[config.mk]
export PLATFORM = sky130hd
export DESIGN_NAME = uart_tx_scheduler
export DESIGN_NICKNAME = d
export VERILOG_FILES = /design/src/rtl/uart_pkg.sv /design/src/rtl/rr_pick.sv /design/src/rtl/uart_tx_scheduler.sv
export SDC_FILE = /design/constraint.sdc
export NUM_CORES = 1
export LEC_CHECK = 0
export ABC_CLOCK_PERIOD_IN_PS = 4500
export CORE_UTILIZATION = 48
export DETAILED_ROUTE_END_ITERATION = 10
export GPL_TIMING_DRIVEN = 0
export PLACE_DENSITY_LB_ADDON = 0.1
export REMOVE_ABC_BUFFERS = 1
export SLEW_MARGIN = 20
export SYNTH_ARGS = -nofsm -noshare
export SYNTH_HDL_FRONTEND = slang
export SYNTH_SLANG_ARGS = --single-unit
[constraint.sdc]
create_clock -name clk -period 4.5 [get_ports clk]
set_input_delay 0.45 -clock clk [delete_from_list [all_inputs] [get_ports clk]]
set_output_delay 0.45 -clock clk [all_outputs]
set_load 0.05 [all_outputs]
[src/rtl/uart_pkg.sv]
// Shared UART scheduling types, default frame constants and counter sizing helper.
// Latency: n/a (declarations only).
// Backpressure: n/a.
package uart_pkg;

  typedef enum logic [1:0] {
    ST_IDLE      = 2'd0,
    ST_LAUNCH    = 2'd1,
    ST_WAIT_DONE = 2'd2,
    ST_GAP       = 2'd3
  } sched_state_t;

  localparam int DEF_DATA_W        = 8;
  localparam int FRAME_BITS        = 10;  // start + 8 data + stop
  localparam int DEF_GAP_TICKS     = 2;
  localparam int DEF_TIMEOUT_TICKS = 12;

  // Width of a counter able to hold every value 0..max(a,b); never narrower than 1 bit.
  function automatic int cnt_width(input int a, input int b);
    int m;
    m = (a > b) ? a : b;
    return (m < 1) ? 1 : $clog2(m + 1);
  endfunction

endpackage

[src/rtl/rr_pick.sv]
// Round-robin picker: first set request strictly after 'last', wrapping modulo N.
// Latency: purely combinational.
// Backpressure: none; the caller decides whether to consume the winner.
module rr_pick #(
  parameter int N    = 4,
  parameter int ID_W = $clog2(N)
) (
  input  logic [N-1:0]    req,
  input  logic [ID_W-1:0] last,
  output logic            any,
  output logic [ID_W-1:0] winner
);

  int              sum;
  logic [ID_W-1:0] idx;

  // Walk from the farthest candidate to the nearest so the nearest set request overrides.
  always_comb begin
    any    = 1'b0;
    winner = '0;
    sum    = 0;
    idx    = '0;
    for (int i = N; i >= 1; i--) begin
      sum = int'(last) + i;
      if (sum >= N) sum = sum - N;
      idx = ID_W'(sum);
      if (req[idx]) begin
        any    = 1'b1;
        winner = idx;
      end
    end
  end

endmodule

[src/rtl/uart_tx_scheduler.sv]
// Shares one UART transmitter among NUM_REQ byte producers with round-robin fairness.
// Latency: req_ready in the cycle valid is seen (when idle), tx_start one or more cycles later.
// Backpressure: holds in LAUNCH while tx_busy, no new grant until done/timeout plus idle gap.
module uart_tx_scheduler
  import uart_pkg::*;
#(
  parameter int NUM_REQ       = 4,
  parameter int DATA_W        = DEF_DATA_W,
  parameter int GAP_TICKS     = DEF_GAP_TICKS,
  parameter int TIMEOUT_TICKS = DEF_TIMEOUT_TICKS,
  parameter int ID_W          = $clog2(NUM_REQ)
) (
  input  logic                      clk,
  input  logic                      reset,
  input  logic                      enable,
  input  logic                      baud,
  input  logic [NUM_REQ-1:0]        req_valid,
  input  logic [NUM_REQ*DATA_W-1:0] req_data,
  output logic [NUM_REQ-1:0]        req_ready,
  output logic                      tx_start,
  output logic [DATA_W-1:0]         tx_data,
  input  logic                      tx_busy,
  input  logic                      tx_done,
  output logic [ID_W-1:0]           grant_id,
  output logic                      busy,
  output logic                      timeout_err,
  input  logic                      clear_err,
  output logic [15:0]               frame_count
);

  localparam int CNT_W = cnt_width(GAP_TICKS, TIMEOUT_TICKS);
  localparam logic [CNT_W-1:0] TO_LAST  = CNT_W'((TIMEOUT_TICKS > 0) ? TIMEOUT_TICKS - 1 : 0);
  localparam logic [CNT_W-1:0] GAP_LAST = CNT_W'((GAP_TICKS > 0) ? GAP_TICKS - 1 : 0);

  sched_state_t    state, state_nxt;
  logic [ID_W-1:0] last;
  logic [CNT_W-1:0] tick_cnt;
  logic            pick_any;
  logic [ID_W-1:0] pick_id;
  logic            accept, launch, done_hit, to_hit;

  rr_pick #(.N(NUM_REQ), .ID_W(ID_W)) u_pick (
    .req    (req_valid),
    .last   (last),
    .any    (pick_any),
    .winner (pick_id)
  );

  assign busy = (state != ST_IDLE);

  // State register.
  always_ff @(posedge clk or negedge reset) begin
    if (!reset) state <= ST_IDLE;
    else        state <= state_nxt;
  end

  // Next state plus the one-cycle strobes; ready is masked while reset is held so no byte is taken.
  always_comb begin
    state_nxt = state;
    req_ready = '0;
    tx_start  = 1'b0;
    accept    = 1'b0;
    launch    = 1'b0;
    done_hit  = 1'b0;
    to_hit    = 1'b0;
    case (state)
      ST_IDLE: begin
        if (enable && pick_any && reset) begin
          accept             = 1'b1;
          req_ready[pick_id] = 1'b1;
          state_nxt          = ST_LAUNCH;
        end
      end
      ST_LAUNCH: begin
        if (!tx_busy) begin
          tx_start  = 1'b1;
          launch    = 1'b1;
          state_nxt = ST_WAIT_DONE;
        end
      end
      ST_WAIT_DONE: begin
        if (tx_done) begin
          done_hit  = 1'b1;
          state_nxt = ST_GAP;
        end else if (baud && tick_cnt == TO_LAST) begin
          to_hit    = 1'b1;
          state_nxt = ST_GAP;
        end
      end
      ST_GAP: begin
        if (GAP_TICKS == 0 || (baud && tick_cnt == GAP_LAST)) state_nxt = ST_IDLE;
      end
      default: state_nxt = ST_IDLE;
    endcase
  end

  // Capture the granted byte and advance the round-robin pointer on accept.
  always_ff @(posedge clk or negedge reset) begin
    if (!reset) begin
      tx_data  <= '0;
      grant_id <= '0;
      last     <= ID_W'(NUM_REQ - 1);
    end else if (accept) begin
      tx_data  <= req_data[pick_id*DATA_W +: DATA_W];
      grant_id <= pick_id;
      last     <= pick_id;
    end
  end

  // Shared baud-tick counter: timeout in WAIT_DONE, idle gap in GAP; cleared at each phase entry.
  always_ff @(posedge clk or negedge reset) begin
    if (!reset)                            tick_cnt <= '0;
    else if (launch || done_hit || to_hit) tick_cnt <= '0;
    else if (baud && (state == ST_WAIT_DONE || state == ST_GAP))
      tick_cnt <= tick_cnt + 1'b1;
  end

  // Completed-frame counter and sticky timeout flag (a new timeout beats a clear).
  always_ff @(posedge clk or negedge reset) begin
    if (!reset) begin
      frame_count <= '0;
      timeout_err <= 1'b0;
    end else begin
      if (done_hit)       frame_count <= frame_count + 16'd1;
      if (to_hit)         timeout_err <= 1'b1;
      else if (clear_err) timeout_err <= 1'b0;
    end
  end

endmodule
Word level (Yosys, flattened, before mapping)

Index checks and enable logic that the tools add are counted.

Equality and inequality tests: 9
Mux-type cells: 43
Div/mod/pow operators: 0
Shift operators: 1
$add $sub $neg: 10
Bitwise gates (word level): 0
Magnitude comparators: 10
Multipliers: 0
Reduce and logical (&&, ||, !) cells: 14

Operators with widths:

| kind                    | number |
|---|---|
| $shiftx A32 B6 Y8       | 1 |
| $mux W2                 | 13 |
| $mux W1                 | 20 |
| $add A16 B1 Y16 const B | 1 |
| $mux W4                 | 4 |
| $lt A2 B3 Y1 const B    | 5 |
| $ge A3 B3 Y1 const B    | 3 |
| $bmux W1 S2             | 4 |
| $pmux W2 S4             | 1 |
| $sub A2 B1 Y2 const B   | 4 |
| $add A2 B2 Y3 const B   | 2 |
| $logic_and A1 B1 Y1     | 6 |
| $ne A2 B2 Y1 const B    | 3 |
| $reduce_bool A2 Y1      | 3 |
| $add A2 B3 Y4 const B   | 1 |
| $add A4 B1 Y4 const B   | 1 |
| $eq A2 B2 Y1 const B    | 2 |
| $eq A4 B1 Y1 const B    | 1 |
| $eq A4 B4 Y1 const B    | 1 |
| $ge A4 B3 Y1 const B    | 1 |
| $reduce_and A4 Y1       | 1 |
| $add A2 B1 Y3 const B   | 1 |
| $logic_or A1 B1 Y1      | 3 |
| $ne A3 B3 Y1 const B    | 1 |
| other kinds (4)         | 4 |

Output and inout bits: 33
Memory bits (writable): 0
Bits in latches: 0
ROM bits: 0
Flip-flop bits (word level): 35
Logic and storage cells: 94
Memories: 0
Bits of input ports: 43

Depth between registers and ports, before layout

Depth after elaboration: 15
Mapped depth: 7

Cells and area by module

From an unflattened synthesis, not the netlist that was laid out.

Cells, all modules: 182
Area total of the unflattened synthesis: 1,916.8 um^2

By module, submodules not included:

| module            | cells each | area each (um^2) | sequential area each (um^2) | times used |
|---|---|---|---|---|
| uart_tx_scheduler | 168        | 1,825.5          | 878.3                       | 1 |
| rr_pick           | 14         | 91.3             | 0.0                         | 1 |

Worst setup path before layout

Ideal clock, no wire load.

Path kind: register to output
Start: reg state[0]
End: out req_ready[2]
Required time: 4.050 ns
Data arrival time: 2.940 ns
Setup slack: 1.110 ns
Path buffers: 1
Stages on the path, launching flop included: 8
Cells stage by stage: dfrtp_1 -> inv_1 -> ha_1 -> inv_1 -> nor2_1 -> nand3_1 -> buf_4 -> nor4_1

Longest elaborated chain between the ends: 2

Ends and longest elaborated chain:

| element                  | line                    | source |
|---|---|---|
| start: declaration       | uart_tx_scheduler.sv:35 | `sched_state_t state, state_nxt;` |
| start signal: assignment | uart_tx_scheduler.sv:54 | `else state <= state_nxt;` |
| $logic_not A2 Y1         | uart_tx_scheduler.sv:66 | `case (state)` |
| $mux W4                  | uart_tx_scheduler.sv:66 |  |
| end: declaration         | uart_tx_scheduler.sv:19 | `output logic [NUM_REQ-1:0] req_ready,` |

Every way passes these cells.

Worst setup path after layout

Start: in req_valid[3]
End: out req_ready[1]

Longest elaborated chain between the ends: 12
Elaborated cells on any way between the ends: 25
Those cells by class: order compare (2); mux (20); reduce/logical (3)

Ends and longest elaborated chain:

| element                                                            | line                    | source |
|---|---|---|
| start: declaration                                                 | uart_tx_scheduler.sv:17 | `input logic [NUM_REQ-1:0] req_valid,` |
| $bmux W1 S2                                                        | rr_pick.sv:27           | `if (req[idx]) begin` |
| $mux W1 (not written as such)                                      | rr_pick.sv:27           |  |
| $mux W2 (4 in series)                                              | rr_pick.sv:27           |  |
| $lt A2 B3 Y1 (not written as such) or $ge A2 B1 Y1 (tied branches) | uart_tx_scheduler.sv:70 | `req_ready[pick_id] = 1'b1;` |
| $logic_and A1 B1 Y1 (not written as such)                          | uart_tx_scheduler.sv:70 |  |
| $mux W1 (not written as such)                                      | uart_tx_scheduler.sv:70 |  |
| $demux W1 S2                                                       | uart_tx_scheduler.sv:70 |  |
| $mux W4 (*)                                                        | uart_tx_scheduler.sv:68 | `if (enable && pick_any && reset) begin` |
| $mux W4 (*)                                                        | uart_tx_scheduler.sv:66 |  |

Mark *: on every way between the ends. The rest lies on a longest branch, timed or not. The select of a mux whose other input is x is not followed.

==> flow_summary.toml <==
[yosys]
synthFlopType = "dfrtp_1"
synth-xor-area-share_pct = 7.735
synth.avg_cell_area_um2 = 10.24
yosysTopAreaCell = "dfrtp_1"
ys_types = 42
synth_fa_ha_area_share_pct = 4.297
synth_warnings = 0
ys_async_sr_fraction_pct = 100.0
synth_top_family_by_area = "simple AND/OR/NAND/NOR gates"
synthMuxAreaShare_pct = 5.034
synth-seq-area-share_pct = 43.09
netlist_area_um2 = 2038
synth-seq-cells = 35
yosys-top-cells-area = "dfrtp_1, xnor2_1, and4_1"
synth_edf_count = 0
synthSimpleGateAreaFrac_pct = 20.44
synthCells = 199
synth_top_area_share_pct = 40.52
synth_compound_area_share_pct = 15.96

[finish]
drive_gt1_share_pct = 7.194
instances_no_fill = 328
antenna_cells = 0
fin_nets = 327
area_delta_synth_final_pct = 43.59
nFillCells = 315

[worst_setup_path]
r2r-start = "state[0]"
cp_max_fo = 11
start_kind = "primary input"
required_ps = 4050
r2r_slack_ps = 2270
critPathArrivalTime_ps = 3340
startpoint = "req_valid[3]"
worstSetupPathType = "in2out"
cp-end-kind = "primary output"

[clock_network]
post-cts-setup-buffers = 0
postCtsHoldBufs = 0
htreeDepth = 2
root_buffer = "clkbuf_8"
cts_resized = 0
clockBufferDepth = 2
tritoncts = "done"
clock_sinks = 35
clkTransAtPathRegs_ps = 70
clk_latency_ps = 280
cts_inserted_buffers = 5

[sta]
fmax_ghz = 0.2640
rsz0062_at_grt = "false"
fin_hold_ws_ps = 46.01
slew_headroom_pct = 52.33
maxSlewViolCount = 0
fin_skew_ps = 2.472
layout_worst_path_cycle_share_pct = 84.19
layout_min_cycle_time_ps = 3788
worstMarginPinSlew_ps = 712.8
setup_violations = 0
setup_ws_ps = 711.6
hold_viol_final = 0
fin_tns_setup_ps = 0

[floorplanning]
core_area_um2 = 4029
die_w_um = 67.17
initial_core_util_pct = 50.59
die_area_um2 = 4511
fp-row-count = 23
io_pins = 76
die_h_um = 67.17

[grt]
grt_pass1_wl_um = 7562
antenna_found_initial = 0
grt_usage_pct = 22.33
grt_max_degree = 27
grt_pass1_vias = 1669
overflow = 0

[power_and_ir_drop]
ir_drop_mv = 0.2739
powerDensity_nw_per_um2 = 543.3
p_leak_uw = 0.001234
power_uw = 1590

[routing]
ant_nets = 0
wire_per_inst_um = 14.17
vias = 1764
drt-initial-drc-count = 89
totalWireLength_um = 4649
drcViolationCount = 0
drt_pass1_iterations = 4
avgViaCountPerCell = 5.378

[outcome]
status = "finished clean"

[place]
dpl_worst_slack_ps = 680.9
place.gp.congestion = 0.8309
dp_cells = 320
dp_hpwl_um = 3640
io_buffers = 75

[run]
maxCapViolCount = 0

[hold_path]
hold_class = "in2async"
[layer usage]
metal	vias up	share of wire (%)	global-route usage [%]	wire length (um)
li1	879	-	-	-
met1	828	44	28.14	2027
met2	57	51	38.38	2393
met3	0	4.9	5.405	228
met4	0	0	5.053	0
met5	-	0	0	0
[final timing paths]
kind | to | depth (start not counted)
min in group clk | frame_count[15] | 1
setup reg to reg | tx_data[1] | 6
hold reg to reg | frame_count[15] | 1
setup / recovery | req_ready[1] | 6
hold / removal | tick_cnt[1] | 1
max in group asynchronous | state[0] | 2
[registers in the layout, indices dropped and copies added, names as in the netlist]
signal       flops
frame_count     16
grant_id         2
last             2
state            2
tick_cnt         4
timeout_err      1
tx_data          8
[power breakdown]
part | total, uW | internal (uW) | switching, uW
Sequential | 504 | 416 | 88.7
Clock | 247 | 140 | 107
Combinational | 839 | 330 | 509
[cells by family (layout without fill, tap and decap cells)]
group / after synthesis / in the layout
compound gates: 42 / 42
buf+inv: 13 / 92
mux: 10 / 10
simple gates: 74 / 74
flops: 35 / 35
fa+ha+maj: 7 / 7
xor+xnor: 18 / 18
[stage by stage]
step	utilization (%)	area (um^2)
after global placement	69.78	2811
after floorplan	-	1998
after global routing	72.64	2927
final	72.64	2927
after CTS	72.64	2927
after detailed placement	70.16	2826
[cell type report]
cell class                      count  area, um^2  share of cell area (%)
Clock buffer                        8       100.1                   3.420
Inverter                            8       30.03                   1.026
Multi-Input combinational cell    151        1090                   37.24
Sequential cell                    35       878.3                   30.01
Tap cell                           50       62.56                   2.138
Timing Repair Buffer               76       765.7                   26.16
[critical path: stages]
cell and delay (ps):
clkdlybuf4s50_1 560, or4_1 180, nand4_1 410, a21oi_1 710
nor2b_1 210, clkdlybuf4s50_1 810
[synthesized netlist by cell type, drive strengths merged, types with 2 or more instances]
master	number
o211ai	8
o21a	3
o21ai	11
xor2	4
ha	7
inv	8
or2	2
nand4	5
nor2b	5
nor2	13
buf	5
mux2	2
o31a	8
nand3	10
nand3b	2
a21oi	5
dfstp	2
nand2b	3
dfrtp	33
and4	10
mux2i	8
xnor2	14
nand2	19
[layout by cell type (no fill, tap or decap), drive strengths merged, types with 3 or more instances in the layout]
cell type	n
nand2b	3
nand2	19
nand3	10
clkdlybuf4s50	74
mux2i	8
xnor2	14
nor2b	5
dfrtp	33
ha	7
xor2	4
nand4	5
o21a	3
inv	8
clkbuf	8
o211ai	8
and4	10
o31a	8
nor2	13
o21ai	11
a21oi	5
Note: power is estimated with default switching activity, not from simulation.
==> patch (config.mk and constraints unchanged) <==
Add an input register stage for `baud`; this delays it by one clock. The other inputs are not delayed to match.
--- a/src/rtl/uart_tx_scheduler.sv
+++ b/src/rtl/uart_tx_scheduler.sv
@@ -31,6 +31,12 @@
   localparam int CNT_W = cnt_width(GAP_TICKS, TIMEOUT_TICKS);
   localparam logic [CNT_W-1:0] TO_LAST  = CNT_W'((TIMEOUT_TICKS > 0) ? TIMEOUT_TICKS - 1 : 0);
   localparam logic [CNT_W-1:0] GAP_LAST = CNT_W'((GAP_TICKS > 0) ? GAP_TICKS - 1 : 0);
+
+  logic baud_q;
+
+  always_ff @(posedge clk) begin
+    baud_q <= baud;
+  end
 
   sched_state_t    state, state_nxt;
   logic [ID_W-1:0] last;
@@ -82,13 +88,13 @@
         if (tx_done) begin
           done_hit  = 1'b1;
           state_nxt = ST_GAP;
-        end else if (baud && tick_cnt == TO_LAST) begin
+        end else if (baud_q && tick_cnt == TO_LAST) begin
           to_hit    = 1'b1;
           state_nxt = ST_GAP;
         end
       end
       ST_GAP: begin
-        if (GAP_TICKS == 0 || (baud && tick_cnt == GAP_LAST)) state_nxt = ST_IDLE;
+        if (GAP_TICKS == 0 || (baud_q && tick_cnt == GAP_LAST)) state_nxt = ST_IDLE;
       end
       default: state_nxt = ST_IDLE;
     endcase
@@ -111,7 +117,7 @@
   always_ff @(posedge clk or negedge reset) begin
     if (!reset)                            tick_cnt <= '0;
     else if (launch || done_hit || to_hit) tick_cnt <= '0;
-    else if (baud && (state == ST_WAIT_DONE || state == ST_GAP))
+    else if (baud_q && (state == ST_WAIT_DONE || state == ST_GAP))
       tick_cnt <= tick_cnt + 1'b1;
   end
 
Function: changed (a bounded check fails within 10 cycles, from zero or initial values and one cycle with reset low).
==> patch against the original RTL <==
Setup slack better by 0.018 ns; sequential power grew 2%; area after synthesis is 2.3% higher; design area is 2.9% higher; sequential cell count rose by 1; total power up 4.1%; wire length grew 7.1%; final cell count up 1.8%; largest power group unchanged.
==> patch: results (changes against the original RTL) <==
stage,metric,value,unit,change
timing,worstMarginPinSlew,0.556,ns,-0.157 ns
timing,period_share,0.838,,-0.00409
outcome,outcome,finished clean,,
synthesis,yosysSeqAreaShare,0.431,,about the same
placement,hpwl,3.94,mm,+8.1%
grt,grtUsageMet3,0.0450,,-0.00905
drt,vias_per_cell,5.46,,+1.5%
grt,grt_pass1_vias,1708,,+2.3%
critical_path,r2r_setup_slack,2.22,ns,-0.05 ns
cts,clockRootBuffer,clkbuf_8,,
pwr,p_leak,1.29,nW,+4.9%
grt,grt_first_pass_wirelength,7.78,mm,+2.9%
placement,place_congestion,0.842,,+1.3%
grt,met1_usage,0.276,,-0.00515
cells_and_area,n_fill_cell,298,,-5.4%
grt,grt_max_degree,24,,-11%
drt,drt-initial-drc-count,70,,-21%
synthesis,netlist_top_cells_area,"dfrtp_1 (40%), xnor2_1 (5.0%), ha_1 (4.2%), o211ai_2 (4.2%), nand2_1 (4.1%)",,
drt,finalWirelength,4.98,mm,+7.1%
grt,gr-usage-met2,0.405,,+0.0210
synthesis,synth.distinct_cells,45,,+7.1%
critical_path,worst_r2r_endpoint,tx_data[0]$_DFFE_PN0P_,,
synthesis,synth_commonest_cells,"dfrtp_1 (33), nand2_1 (23), nor2_1 (15), xnor2_1 (12), nand4_1 (10)",,
critical_path,cp_max_fo,13,,+2
placement,post-place-ws,0.759,ns,+0.0780 ns
cts,post_cts_resized,0,,unchanged
critical_path,critPathCapture,req_ready[1],,
critical_path,cpPeakStageDelay,0.79,ns,-0.02 ns
timing,skew,0.00791,ns,+0.00544 ns
placement,port_buffers,75,,unchanged
cells_and_area,drive_gt1_frac,0.109,,+0.0372
grt,antenna_found_initial,0,,unchanged
grt,grt_usage,0.230,,+0.00710
cells_and_area,nNetsFinal,333,,+1.8%
synthesis,synthArstFlopShare,0.972,,-0.0278
patch: cell families after synthesis:
group                      after synthesis  synth area share
and+or+nand+nor                         80             0.205
AOI/OAI and AO/OA                       40             0.168
DFF                                     36             0.431
xor gates and xnor gates                18            0.0756
buffers and inverters                   13            0.0282
muxes                                   10            0.0498
adders and majority gates                7            0.0420
patch: worst min-delay path by stage:
stage	startpoint	to	slack, ns	cells after the start
CTS	reset	frame_count[3]$_DFFE_PN0P_	0.08	1
finish	reset	frame_count[3]$_DFFE_PN0P_	0.07	1
global route	reset	frame_count[3]$_DFFE_PN0P_	0.09	1
detailed placement	reset	state[1]$_DFFE_PN0P_	0.40	1
floorplan	reset	frame_count[0]$_DFFE_PN0P_	0.15	0
global placement	grant_id[1]$_DFFE_PN0P_	grant_id[1]$_DFFE_PN0P_	0.46	2
patch: report_power, final:
| group | internal (mW) | total (mW) | switching, mW |
|---|---|---|---|
| sequential | 0.424 | 0.512 | 0.0878 |
| combinational | 0.328 | 0.855 | 0.527 |
| clock | 0.167 | 0.288 | 0.121 |
patch: stage by stage:
stage	cells	cell area [um^2]
6_report	334	3010
5_1_grt	334	3010
4_1_cts	334	3010
3_5_place_dp	326	2900
3_3_place_gp	325	2870
2_1_floorplan	200	2060
patch: per-layer routing:
metal / routed length, um / part of all wire
met1: 2070 / 0.42
met2: 2500 / 0.50
met3: 312 / 0.063
met4: 95 / 0.019
met5: 0 / 0
patch: area by class of cell:
type	instances	area, um^2	share of cell area
Multi-Input combinational cell	155	1130	0.374
Sequential cell	36	898	0.298
Timing Repair Buffer	76	773	0.257
Clock buffer	5	68.8	0.0229
Clock inverter	3	46.3	0.0154
Tap cell	50	62.6	0.0208
Inverter	9	33.8	0.0112
